`src/rtl/spi_host.sv`:
```
// spi_host: Wishbone responder that runs an SPI mode-0, MSB-first host toward
// an external target. Four byte registers: DATA, STATUS, CTRL and a reserved slot.
// The serial engine is byte-wide; DATA_WIDTH is expected to stay at 8.
module spi_host #(
  parameter int                       WB_ADDR_WIDTH = 8,
  parameter int                       DATA_WIDTH    = 8,
  parameter logic [WB_ADDR_WIDTH-1:0] REG_BASE      = '0,
  parameter int                       CLK_DIV       = 4
) (
  input  logic                     wb_clock_i,
  input  logic                     wb_reset_i,
  input  logic [WB_ADDR_WIDTH-1:0] wb_addr_i,
  input  logic [DATA_WIDTH-1:0]    wb_data_i,
  output logic [DATA_WIDTH-1:0]    wb_data_o,
  input  logic                     wb_we_i,
  input  logic                     wb_cycle_i,
  input  logic                     wb_strobe_i,
  output logic                     wb_stall_o,
  output logic                     wb_ack_o,
  output logic                     spi_cs_no,
  output logic                     spi_sck_o,
  output logic                     spi_sd_o,
  input  logic                     spi_sd_i
);

  localparam int                   DIV_WIDTH = $clog2(CLK_DIV + 1);
  localparam logic [DIV_WIDTH-1:0] DIV_LOAD  = DIV_WIDTH'(CLK_DIV - 1);
  localparam logic [2:0]           LAST_BIT  = 3'(DATA_WIDTH - 1);

  localparam logic [1:0] OFF_DATA   = 2'd0;
  localparam logic [1:0] OFF_STATUS = 2'd1;
  localparam logic [1:0] OFF_CTRL   = 2'd2;

  typedef enum logic [1:0] {
    IDLE,
    LOW,
    HIGH,
    DONE
  } state_t;

  state_t                  state;
  state_t                  next_state;
  logic [DIV_WIDTH-1:0]    div_count;
  logic [2:0]              bit_count;
  logic [DATA_WIDTH-1:0]   shift;
  logic [DATA_WIDTH-1:0]   rx;
  logic                    rx_valid;
  logic [DATA_WIDTH-1:0]   ctrl;
  logic                    ack;
  logic [DATA_WIDTH-1:0]   rdata;
  logic                    sd_out;

  logic                    hit;
  logic [1:0]              offset;
  logic                    busy;
  logic                    request;
  logic                    stall;
  logic                    accept;
  logic                    start;
  logic                    data_read;
  logic                    phase_end;
  logic                    rise;
  logic                    fall;
  logic [DATA_WIDTH-1:0]   read_value;

  // State register; reset abandons any transfer in flight.
  always_ff @(posedge wb_clock_i) begin
    if (wb_reset_i) begin
      state <= IDLE;
    end else begin
      state <= next_state;
    end
  end

  // Next-state: walk LOW/HIGH half-periods for eight bits, then one DONE cycle.
  always_comb begin
    next_state = state;
    case (state)
      IDLE: if (start) next_state = LOW;
      LOW:  if (phase_end) next_state = HIGH;
      HIGH: if (phase_end) next_state = (bit_count == LAST_BIT) ? DONE : LOW;
      DONE: next_state = IDLE;
      default: next_state = IDLE;
    endcase
  end

  // Decode bus requests, SCK level and the phase strobes from the current state.
  always_comb begin
    hit        = (wb_addr_i[WB_ADDR_WIDTH-1:2] == REG_BASE[WB_ADDR_WIDTH-1:2]);
    offset     = wb_addr_i[1:0];
    busy       = (state != IDLE);
    request    = wb_cycle_i & wb_strobe_i & hit;
    stall      = request & busy & ((offset == OFF_DATA) | (offset == OFF_CTRL));
    accept     = request & ~stall;
    start      = accept & wb_we_i & (offset == OFF_DATA);
    data_read  = accept & ~wb_we_i & (offset == OFF_DATA);
    phase_end  = (div_count == '0);
    rise       = (state == LOW) & phase_end;
    fall       = (state == HIGH) & phase_end;
    wb_stall_o = stall;
    spi_sck_o  = (state == HIGH);
    case (offset)
      OFF_DATA:   read_value = rx;
      OFF_STATUS: read_value = {{(DATA_WIDTH-2){1'b0}}, rx_valid, busy};
      OFF_CTRL:   read_value = ctrl;
      default:    read_value = '0;
    endcase
  end

  // Datapath: divider, shifter, bit counter, RX capture, CTRL and bus response.
  always_ff @(posedge wb_clock_i) begin
    if (wb_reset_i) begin
      div_count <= '0;
      bit_count <= '0;
      shift     <= '0;
      sd_out    <= 1'b0;
      rx        <= '0;
      rx_valid  <= 1'b0;
      ctrl      <= '0;
      ack       <= 1'b0;
      rdata     <= '0;
    end else begin
      ack   <= accept;
      rdata <= (accept & ~wb_we_i) ? read_value : '0;

      if (start | rise | fall) begin
        div_count <= DIV_LOAD;
      end else if ((state == LOW) || (state == HIGH)) begin
        div_count <= div_count - DIV_WIDTH'(1);
      end

      if (start) begin
        shift     <= wb_data_i;
        sd_out    <= wb_data_i[DATA_WIDTH-1];
        bit_count <= '0;
      end else if (rise) begin
        shift <= {shift[DATA_WIDTH-2:0], spi_sd_i};
      end else if (fall && (bit_count != LAST_BIT)) begin
        bit_count <= bit_count + 3'd1;
        sd_out    <= shift[DATA_WIDTH-1];
      end

      if (state == DONE) begin
        rx       <= shift;
        rx_valid <= 1'b1;
      end else if (data_read) begin
        rx_valid <= 1'b0;
      end

      if (accept & wb_we_i & (offset == OFF_CTRL)) begin
        ctrl <= wb_data_i;
      end
    end
  end

  assign wb_ack_o  = ack;
  assign wb_data_o = rdata;
  assign spi_sd_o  = sd_out;
  assign spi_cs_no = ~ctrl[0];

endmodule
```
`config.mk`:
```
export PLATFORM = sky130hd
export DESIGN_NAME = spi_host
export DESIGN_NICKNAME = d
export VERILOG_FILES = /design/src/rtl/spi_host.sv
export SDC_FILE = /design/constraint.sdc
export NUM_CORES = 1
export LEC_CHECK = 0
export CORE_UTILIZATION = 51
export CTS_CLUSTER_DIAMETER = 60
export DETAILED_ROUTE_END_ITERATION = 6
export HOLD_SLACK_MARGIN = 0.06
export PLACE_DENSITY = 0.78
export SLEW_MARGIN = 25
export SYNTH_ARGS = -nofsm -noshare
export SYNTH_HDL_FRONTEND = slang
export SYNTH_SLANG_ARGS = --single-unit
```
`constraint.sdc`:
```
create_clock -name wb_clock_i -period 2.3 [get_ports wb_clock_i]
set_clock_uncertainty 0.2 [all_clocks]
set_input_delay 0.345 -clock wb_clock_i [delete_from_list [all_inputs] [get_ports wb_clock_i]]
set_output_delay 0.345 -clock wb_clock_i [all_outputs]
set_load 0.02 [all_outputs]
```
==> results of run 1 <==
cells in the mapped netlist (all sizes together) (2+ instances only):
master / number
ha: 8
nand3: 9
nor3b: 2
dfxtp: 43
nor3: 5
xor2: 2
nand2: 12
a21oi: 8
nor2: 35
nor4: 2
o21ai: 2
o21bai: 2
buf: 3
clkbuf: 9
mux2i: 28
a311oi: 8
inv: 7
power breakdown:
group          total [W]  switching (W)  internal [W]
logic           0.000125      0.0000622     0.0000632
clock network   0.000684       0.000250      0.000434
registers       0.000752     0.00000371      0.000749
layout make-up:
class	count	area share
clock buffers	6	0.02964
clock inverters	2	0.02453
inverters	7	0.01073
multi-input cells	138	0.3878
flip-flops and latches	43	0.3516
well taps	46	0.02351
repair buffers	45	0.1722
per-stage QoR:
step	instances	util	setup WS (ns)	TNS, ns
floorplan	200	-	0.4638	0
global placement	279	0.6732	-0.1863	-0.5950
global route	287	0.7114	0.02709	0
CTS	287	0.7114	0.06710	0
finish	287	0.7114	0.08129	0
detailed placement	279	0.6732	-0.2095	-0.9558
placed cells by master, fill, tap and decap left out, types with 2 or more instances in the layout:
| cell type | netlist | layout |
|---|---|---|
| a21oi_1 | 8 | 8 |
| clkbuf_8 | 0 | 5 |
| nor2_1 | 35 | 35 |
| nand3_1 | 9 | 9 |
| ha_1 | 8 | 8 |
| xor2_1 | 2 | 2 |
| mux2i_1 | 28 | 28 |
| inv_1 | 7 | 7 |
| clkdlybuf4s50_1 | 0 | 33 |
| nor3b_1 | 2 | 2 |
| o21ai_0 | 2 | 2 |
| nor3_1 | 5 | 5 |
| o21bai_1 | 2 | 2 |
| nand2_1 | 11 | 11 |
| a311oi_1 | 8 | 8 |
| buf_4 | 0 | 11 |
| dfxtp_1 | 43 | 43 |
| bufinv_16 | 0 | 2 |
registers in the layout (all words and copies together), names as in the netlist:
signal	count
spi_sd_o	1
rx_valid	1
wb_data_o	8
rx	8
shift	8
wb_ack_o	1
div_count	3
ctrl	8
bit_count	3
state	2
worst min-delay path: cells and delay by family (launching register included):
family,cells,cell delay (ns)
AOI/OAI and AO/OA,2,0.11
DFF,1,0.32
per-layer routing:
metal | vias to the layer above | global-route usage | wire length [um]
li1 | 782 | - | -
met1 | 748 | 0.2606 | 1816
met2 | 38 | 0.3954 | 2142
met3 | 11 | 0.04562 | 183
met4 | 0 | 0.1308 | 113
met5 | - | 0 | 0
kinds of logic (layout without fill, tap and decap cells):
family | after synthesis | count (layout)
and+or+nand+nor | 74 | 74
DFF | 43 | 43
muxes | 28 | 28
AOI/OAI and AO/OA | 25 | 25
buffers and inverters | 19 | 60
adders and majority gates | 8 | 8
xor gates and xnor gates | 3 | 3
worst paths after layout:
kind	end	cells after the start	slack, ns
min reg2reg	rx_valid	2	0.28
min	rx_valid	2	0.28
max	wb_stall_o	5	0.08
max reg2reg	shift[6]	8	0.27
==> reports/results.ini, run 1 <==
[logic_synthesis]
synthArstFlopShare=0
synthAdderAreaFrac=0.05316
synth_cell_types=35
synth_xor_area_frac=0.01395
synth-simple-area-share=0.1947
ys_warn_count=0
synth_top_family_by_area=simple AND/OR/NAND/NOR gates
synth-compound-area-share=0.09369
postSynthAreaPerCell_sq_um=9.415
yosysTopAreaCell=dfxtp_1
synth-seq-cells=43
synth_cells=200
yosysSeqAreaShare=0.4571
synthFlopType=dfxtp_1
yosys-top-cells-area=dfxtp_1, mux2i_1, nor2_1, ha_1, a311oi_1
synthMuxAreaShare=0.1488
syn_nets=230
synth-edff-count=0
yosys.area.top_type_share=0.4571
synthesis.area_sq_um=1883

[clock_network]
clock-root-buffer=clkbuf_8
clock_path_buffers=2
postCtsResizedCells=1
insertion_delay_ns=0.29
htreeDepth=2
post_cts_buffers=0
postCtsHoldBufs=0
cts.sink_count=43
cts_buffers=5
clkTransAtPathRegs_ns=0.08
cts_tree=done

[run]
maxCapViolations=0

[drt]
drt_wl_total_um=4256
via_count=1579
vias_per_cell=5.502
wire_per_inst_um=14.83
initialDrtViolationCount=72
firstDrtPassIters=4
drc=0
final_antenna_net_count=0

[layout]
multi_input_area_sq_um=949.7
antenna_cells=0
syn_to_final_growth_pct=30.03
nets=270
regArea_sq_um=860.8
drive_gt1_frac=0.08299
fill_cells=272
design_area_sq_um=2449

[placed_design]
place_hpwl_um=2972
placed_area_sq_um=2317
globalplace.congestion=0.7657
port_buffers=34

[worst_setup_path]
cp_slowest_stage_delay_ns=0.47
cp_top_family=buffers and inverters
crit_start=wb_addr_i[4]
end_kind=output pin
r2r-start=state[0]
worst-path-buf-inv=2
worstPathArrival_ns=1.67
critPathRequiredTime_ns=1.75
path_cells=clkdlybuf4s50_1, nor4_4, nand2_2, nor3_1, dlygate4sd2_1
critPathLaunchType=input pin
crit_type=input pin to output pin
critPathMaxFanout=2
cp_slowest_cell=clkdlybuf4s50_1

[grt]
antenna_found_initial=0
grt_start_max_net_pins=37
track_usage=0.2287
grt_pass1_vias=1641
grt_first_pass_wirelength_um=7120
grt_overflow_total=0

[hold_path]
hold_class=flop to flop
hold_path.startpoint=rx_valid

[sta]
relSlewSlack=0.6155
setup_viol=0
slew_viol_final=0
worst_pin_slew_ns=0.5767
rsz0062_at_grt=false
hold_viol=0
fin_crit_sh=0.9647
hold_ws_ns=0.2802
period_minus_slack_ns=2.219
fmax_mhz=450.7

[power_and_ir_drop]
finalPower_w=0.001562
p_leak_nw=0.9974
ir_drop_uv=500.8
power_density_nw_per_um2=637.9

[status]
status=completed

[floorplan]
ios=35
die_w_um=62.77
rows=21
dieArea_sq_um=3939
start_util=0.5471
fp.coreArea_sq_um=3442
die_y_um=62.77

Power figures use the tool's default switching activity.
==> inputs of run 2 (changes only) <==
--- a/config.mk
+++ b/config.mk
@@ -9,7 +9,7 @@
 export CTS_CLUSTER_DIAMETER = 60
 export DETAILED_ROUTE_END_ITERATION = 6
 export HOLD_SLACK_MARGIN = 0.06
-export PLACE_DENSITY = 0.78
+export PLACE_DENSITY = 0.83
 export SLEW_MARGIN = 25
 export SYNTH_ARGS = -nofsm -noshare
 export SYNTH_HDL_FRONTEND = slang
==> reports/results.ini, run 2 (same netlist as run 1, synthesis figures left out) <==
[sta]
hold_viol=0
fin_setup_tns_ns=0
worst_pin_slew_ns=0.5473
relSlewSlack=0.6351
setup_viol=0
fin_crit_sh=0.9519
fmax_mhz=456.8
rsz0062_at_grt=false
period_minus_slack_ns=2.189
slew_viol_final=0

[power_and_ir_drop]
swShare=0.2375
p_leak_nw=0.9888
clkPwrFrac=0.348
switchingPower_w=0.0003188
seq_power_share=0.560
finalPower_w=0.001342
ir_drop_uv=427.0
power_density_nw_per_um2=551.7
p_int_w=0.001023
pwr-share-comb=0.092

[worst_setup_path]
cp_slowest_stage_delay_ns=0.44
cp_slowest_cell=clkdlybuf4s50_1
crit_type=input pin to output pin
worstPathArrival_ns=1.64
end_kind=output pin
critPathLaunchType=input pin
path_cells=clkdlybuf4s50_1, nor4_4, nand2_2, nor3_1, dlygate4sd1_1
critPathMaxFanout=2
critPathRequiredTime_ns=1.75

[drt]
vias_per_cell=5.433
routed-wl-met3_um=190
initialDrtViolationCount=109
via_count=1570
drc=0
firstDrtPassIters=4
final_antenna_net_count=0
drt_wl_total_um=3806
wire_per_inst_um=13.17
top_layer_used=met4
route.met2.wl_um=1797
drt-met1-wl_um=1775

[floorplan]
die_w_um=62.77
dieArea_sq_um=3939
fp.coreArea_sq_um=3442
rows=21
start_util=0.5471
ios=35
die_y_um=62.77

[status]
status=completed

[layout]
antenna_cells=0
fill_cells=268
final_common_cell=dfxtp_1
layout_common_cells=dfxtp_1, nor2_1, clkdlybuf4s50_1
fin_cells=289
drive_gt1_frac=0.09465
syn_to_final_growth_pct=29.17
nets=272

[placed_design]
place_hpwl_um=2766
dp.cells=281
globalplace.congestion=0.8141
port_buffers=34

[clock_network]
clock_path_buffers=2
cts.sink_count=43
insertion_delay_ns=0.30
cts_tree=done
clock-root-buffer=clkbuf_8
htreeDepth=2
clkTransAtPathRegs_ns=0.08
postCtsHoldBufs=0
cts_buffers=5

[grt]
grt_first_pass_wirelength_um=6403
grt_pass1_vias=1422
grt_overflow_total=0
grt_start_max_net_pins=37
antenna_found_initial=0
track_usage=0.2097

[run]
maxCapViolations=0

[hold_path]
hold_class=flop to flop

==> run 2: cell types whose count changed in the layout (fill, tap and decap cells not counted), sizes merged <==
cell,before,now
buf,11,13
dlygate4sd2,1,0
bufinv,2,0
clkinvlp,0,2
clkinv,0,1
dlygate4sd1,0,1
clkbuf,6,5
==> run 2: through the flow <==
stage | util | cell area (sq um) | setup WS, ns | hold WS, ns
5_1_grt | 0.7067 | 2432 | 0.001385 | 0.3062
4_1_cts | 0.7067 | 2432 | 0.07350 | 0.2858
3_5_place_dp | 0.6812 | 2345 | -0.2152 | 0.2729
3_3_place_gp | 0.6812 | 2345 | -0.1844 | 0.2555
6_report | 0.7067 | 2432 | 0.1107 | 0.2920
2_1_floorplan | - | 1883 | 0.4638 | 0.2217
==> run 2: layer usage <==
layer / up-vias / global-route usage
met5: - / 0
met1: 743 / 0.2743
met3: 4 / 0.05657
met2: 38 / 0.3302
met4: 0 / 0.07558
li1: 785 / -
==> run 2: repair_timing <==
item / in CTS / in global routing
setup buffers: 0 / 0
setup endpoints to repair: 1 / 1
gates resized for setup: 1 / 2
pin swaps: 0 / 0
==> run 2: worst max-delay path: cells and delay by family <==
family / cells / cell delay [ns]
AND/OR/NAND/NOR: 3 / 0.52
buffers and inverters: 2 / 0.77
==> run 2: area by class of cell <==
type,count,area [sq um],share of cell area
Inverter,7,26.28,0.01080
Timing Repair Buffer,47,449.2,0.1847
Clock inverter,3,20.02,0.008230
Clock buffer,5,68.82,0.02829
Sequential cell,43,860.8,0.3539
Multi-Input combinational cell,138,949.7,0.3904
Tap cell,46,57.56,0.02366
==> run 2: final timing paths <==
kind | slack [ns] | cells past startpoint | startpoint | to
setup / recovery | 0.11 | 5 | wb_addr_i[5] | wb_stall_o
hold / removal | 0.29 | 2 | rx_valid | rx_valid
setup reg to reg | 0.28 | 8 | state[1] | shift[6]
hold reg to reg | 0.29 | 2 | rx_valid | rx_valid
==> run 2: power by group through the flow <==
stage / logic, W / registers [W] / clock network [W]
CTS: 0.000123 / 0.000752 / 0.000486
global route: 0.000134 / 0.000752 / 0.000524
global placement: 0.000120 / 0.000769 / 0
floorplan: 0.0000591 / 0.000769 / 0
detailed placement: 0.000122 / 0.000769 / 0
finish: 0.000123 / 0.000752 / 0.000467
==> inputs of run 3 (changes only) <==
--- a/config.mk
+++ b/config.mk
@@ -9,6 +9,7 @@
 export CTS_CLUSTER_DIAMETER = 60
 export DETAILED_ROUTE_END_ITERATION = 6
 export HOLD_SLACK_MARGIN = 0.06
+export MAX_ROUTING_LAYER = met4
 export PLACE_DENSITY = 0.83
 export SLEW_MARGIN = 25
 export SYNTH_ARGS = -nofsm -noshare
==> reports/results.ini, run 3 (same netlist as run 1, synthesis figures left out) <==
[status]
status=completed

[worst_setup_path]
crit_start=wb_addr_i[5]
cp_slowest_stage_delay_ns=0.44
worstPathArrival_ns=1.64
cp_num_cells=5
r2r-start=state[1]
path_cells=clkdlybuf4s50_1, nor4_4, nand2_2, nor3_1, dlygate4sd1_1
reg2reg_depth=8
end_kind=output pin
worst-path-buf-inv=2
cp_slowest_cell=clkdlybuf4s50_1
critPathLaunchType=input pin
r2r-end=shift[6]
endpoint=wb_stall_o
rrSetupSlack_ns=0.28
crit_type=input pin to output pin
critPathMaxFanout=2
critPathRequiredTime_ns=1.75
cp_top_family=buffers and inverters

[layout]
design_area_sq_um=2432
layout_common_cells=dfxtp_1, nor2_1, clkdlybuf4s50_1
nets=272
antenna_cells=0
final_util=0.7067
final_common_cell=dfxtp_1
fill_cells=268
drive_gt1_frac=0.09465
syn_to_final_growth_pct=29.17
fin_cells=289

[placed_design]
dp.cells=281
place_hpwl_um=2766
port_buffers=34
globalplace.congestion=0.8261
placed_area_sq_um=2345

[clock_network]
htreeDepth=2
post_cts_buffers=0
postCtsHoldBufs=0
clock_path_buffers=2
clkTransAtPathRegs_ns=0.08
insertion_delay_ns=0.30
cts.sink_count=43
cts_buffers=5
clock-root-buffer=clkbuf_8
cts_tree=done

[floorplan]
dieArea_sq_um=3939
die_w_um=62.77
die_y_um=62.77
start_util=0.5471
rows=21
ios=35
fp.coreArea_sq_um=3442

[drt]
route.met2.wl_um=1808
initialDrtViolationCount=109
final_antenna_net_count=0
vias_per_cell=5.457
drc=0
routed-wl-met3_um=178
via_count=1577
top_layer_used=met4
firstDrtPassIters=4
wire_per_inst_um=13.24
drt_wl_total_um=3826
drt-met1-wl_um=1788

[power_and_ir_drop]
p_leak_nw=0.9888
finalPower_w=0.001343
power_density_nw_per_um2=552.3
ir_drop_uv=427.0

[sta]
relSlewSlack=0.6309
setup_viol=0
rsz0062_at_grt=false
hold_viol=0
period_minus_slack_ns=2.189
worst_pin_slew_ns=0.5537
slew_viol_final=0
fin_crit_sh=0.9519
fmax_mhz=456.8

[grt]
grt_pass1_vias=1420
grt_start_max_net_pins=37
grt_overflow_total=0
grt_first_pass_wirelength_um=6403
antenna_found_initial=0
track_usage=0.2169

[hold_path]
holdPathStages=2
hold_class=flop to flop

[run]
maxCapViolations=0

[run 3: cell counts in the layout (fill, tap and decap cells not counted)]
No cell type changed its count.
[run 3: routing by layer]
metal,vias up,global-route usage
li1,784,-
met3,4,0.06204
met4,0,0.07558
met1,754,0.2743
met5,-,-
met2,35,0.3302
[run 3: power breakdown]
| part | internal [W] | switching (W) |
|---|---|---|
| clock network | 0.000211 | 0.000258 |
| registers | 0.000749 | 0.00000300 |
| logic | 0.0000634 | 0.0000594 |
[run 3: cell type report]
| cell class | count | area [sq um] | area share |
|---|---|---|---|
| clock buffers | 5 | 68.82 | 0.02829 |
| clock inverters | 3 | 20.02 | 0.008230 |
| inverters | 7 | 26.28 | 0.01080 |
| multi-input cells | 138 | 949.7 | 0.3904 |
| flip-flops and latches | 43 | 860.8 | 0.3539 |
| well taps | 46 | 57.56 | 0.02366 |
| repair buffers | 47 | 449.2 | 0.1847 |
[run 3: how the worst min path moves through the flow]
stage | start | end | slack, ns
after floorplan | wb_we_i | wb_data_o[1] | 0.22
after global routing | rx_valid | rx_valid | 0.31
final | rx_valid | rx_valid | 0.29
after global placement | rx_valid | rx_valid | 0.26
after detailed placement | rx_valid | rx_valid | 0.27
after CTS | rx_valid | rx_valid | 0.29
[run 3: metrics by stage]
step / TNS, ns / hold WS (ns) / setup WS, ns
floorplan: 0 / 0.2217 / 0.4638
detailed placement: -0.9359 / 0.2729 / -0.2152
global route: 0 / 0.3062 / 0.001385
global placement: -0.6546 / 0.2555 / -0.1844
CTS: 0 / 0.2858 / 0.07350
finish: 0 / 0.2915 / 0.1107
[run 3: worst register-to-register path, cell delays in order, from the launching register on]
cell	delay, ns
dfxtp_1	0.40
inv_1	0.09
ha_1	0.22
buf_4	0.17
and3b_1	0.17
nand4b_1	0.18
buf_4	0.22
nor2_1	0.07
a311oi_1	0.22
[run 3: what timing repair did]
action	in CTS	in global routing
setup endpoints to repair	1	1
endpoints found under the hold margin	0	0
gates resized for setup	1	2
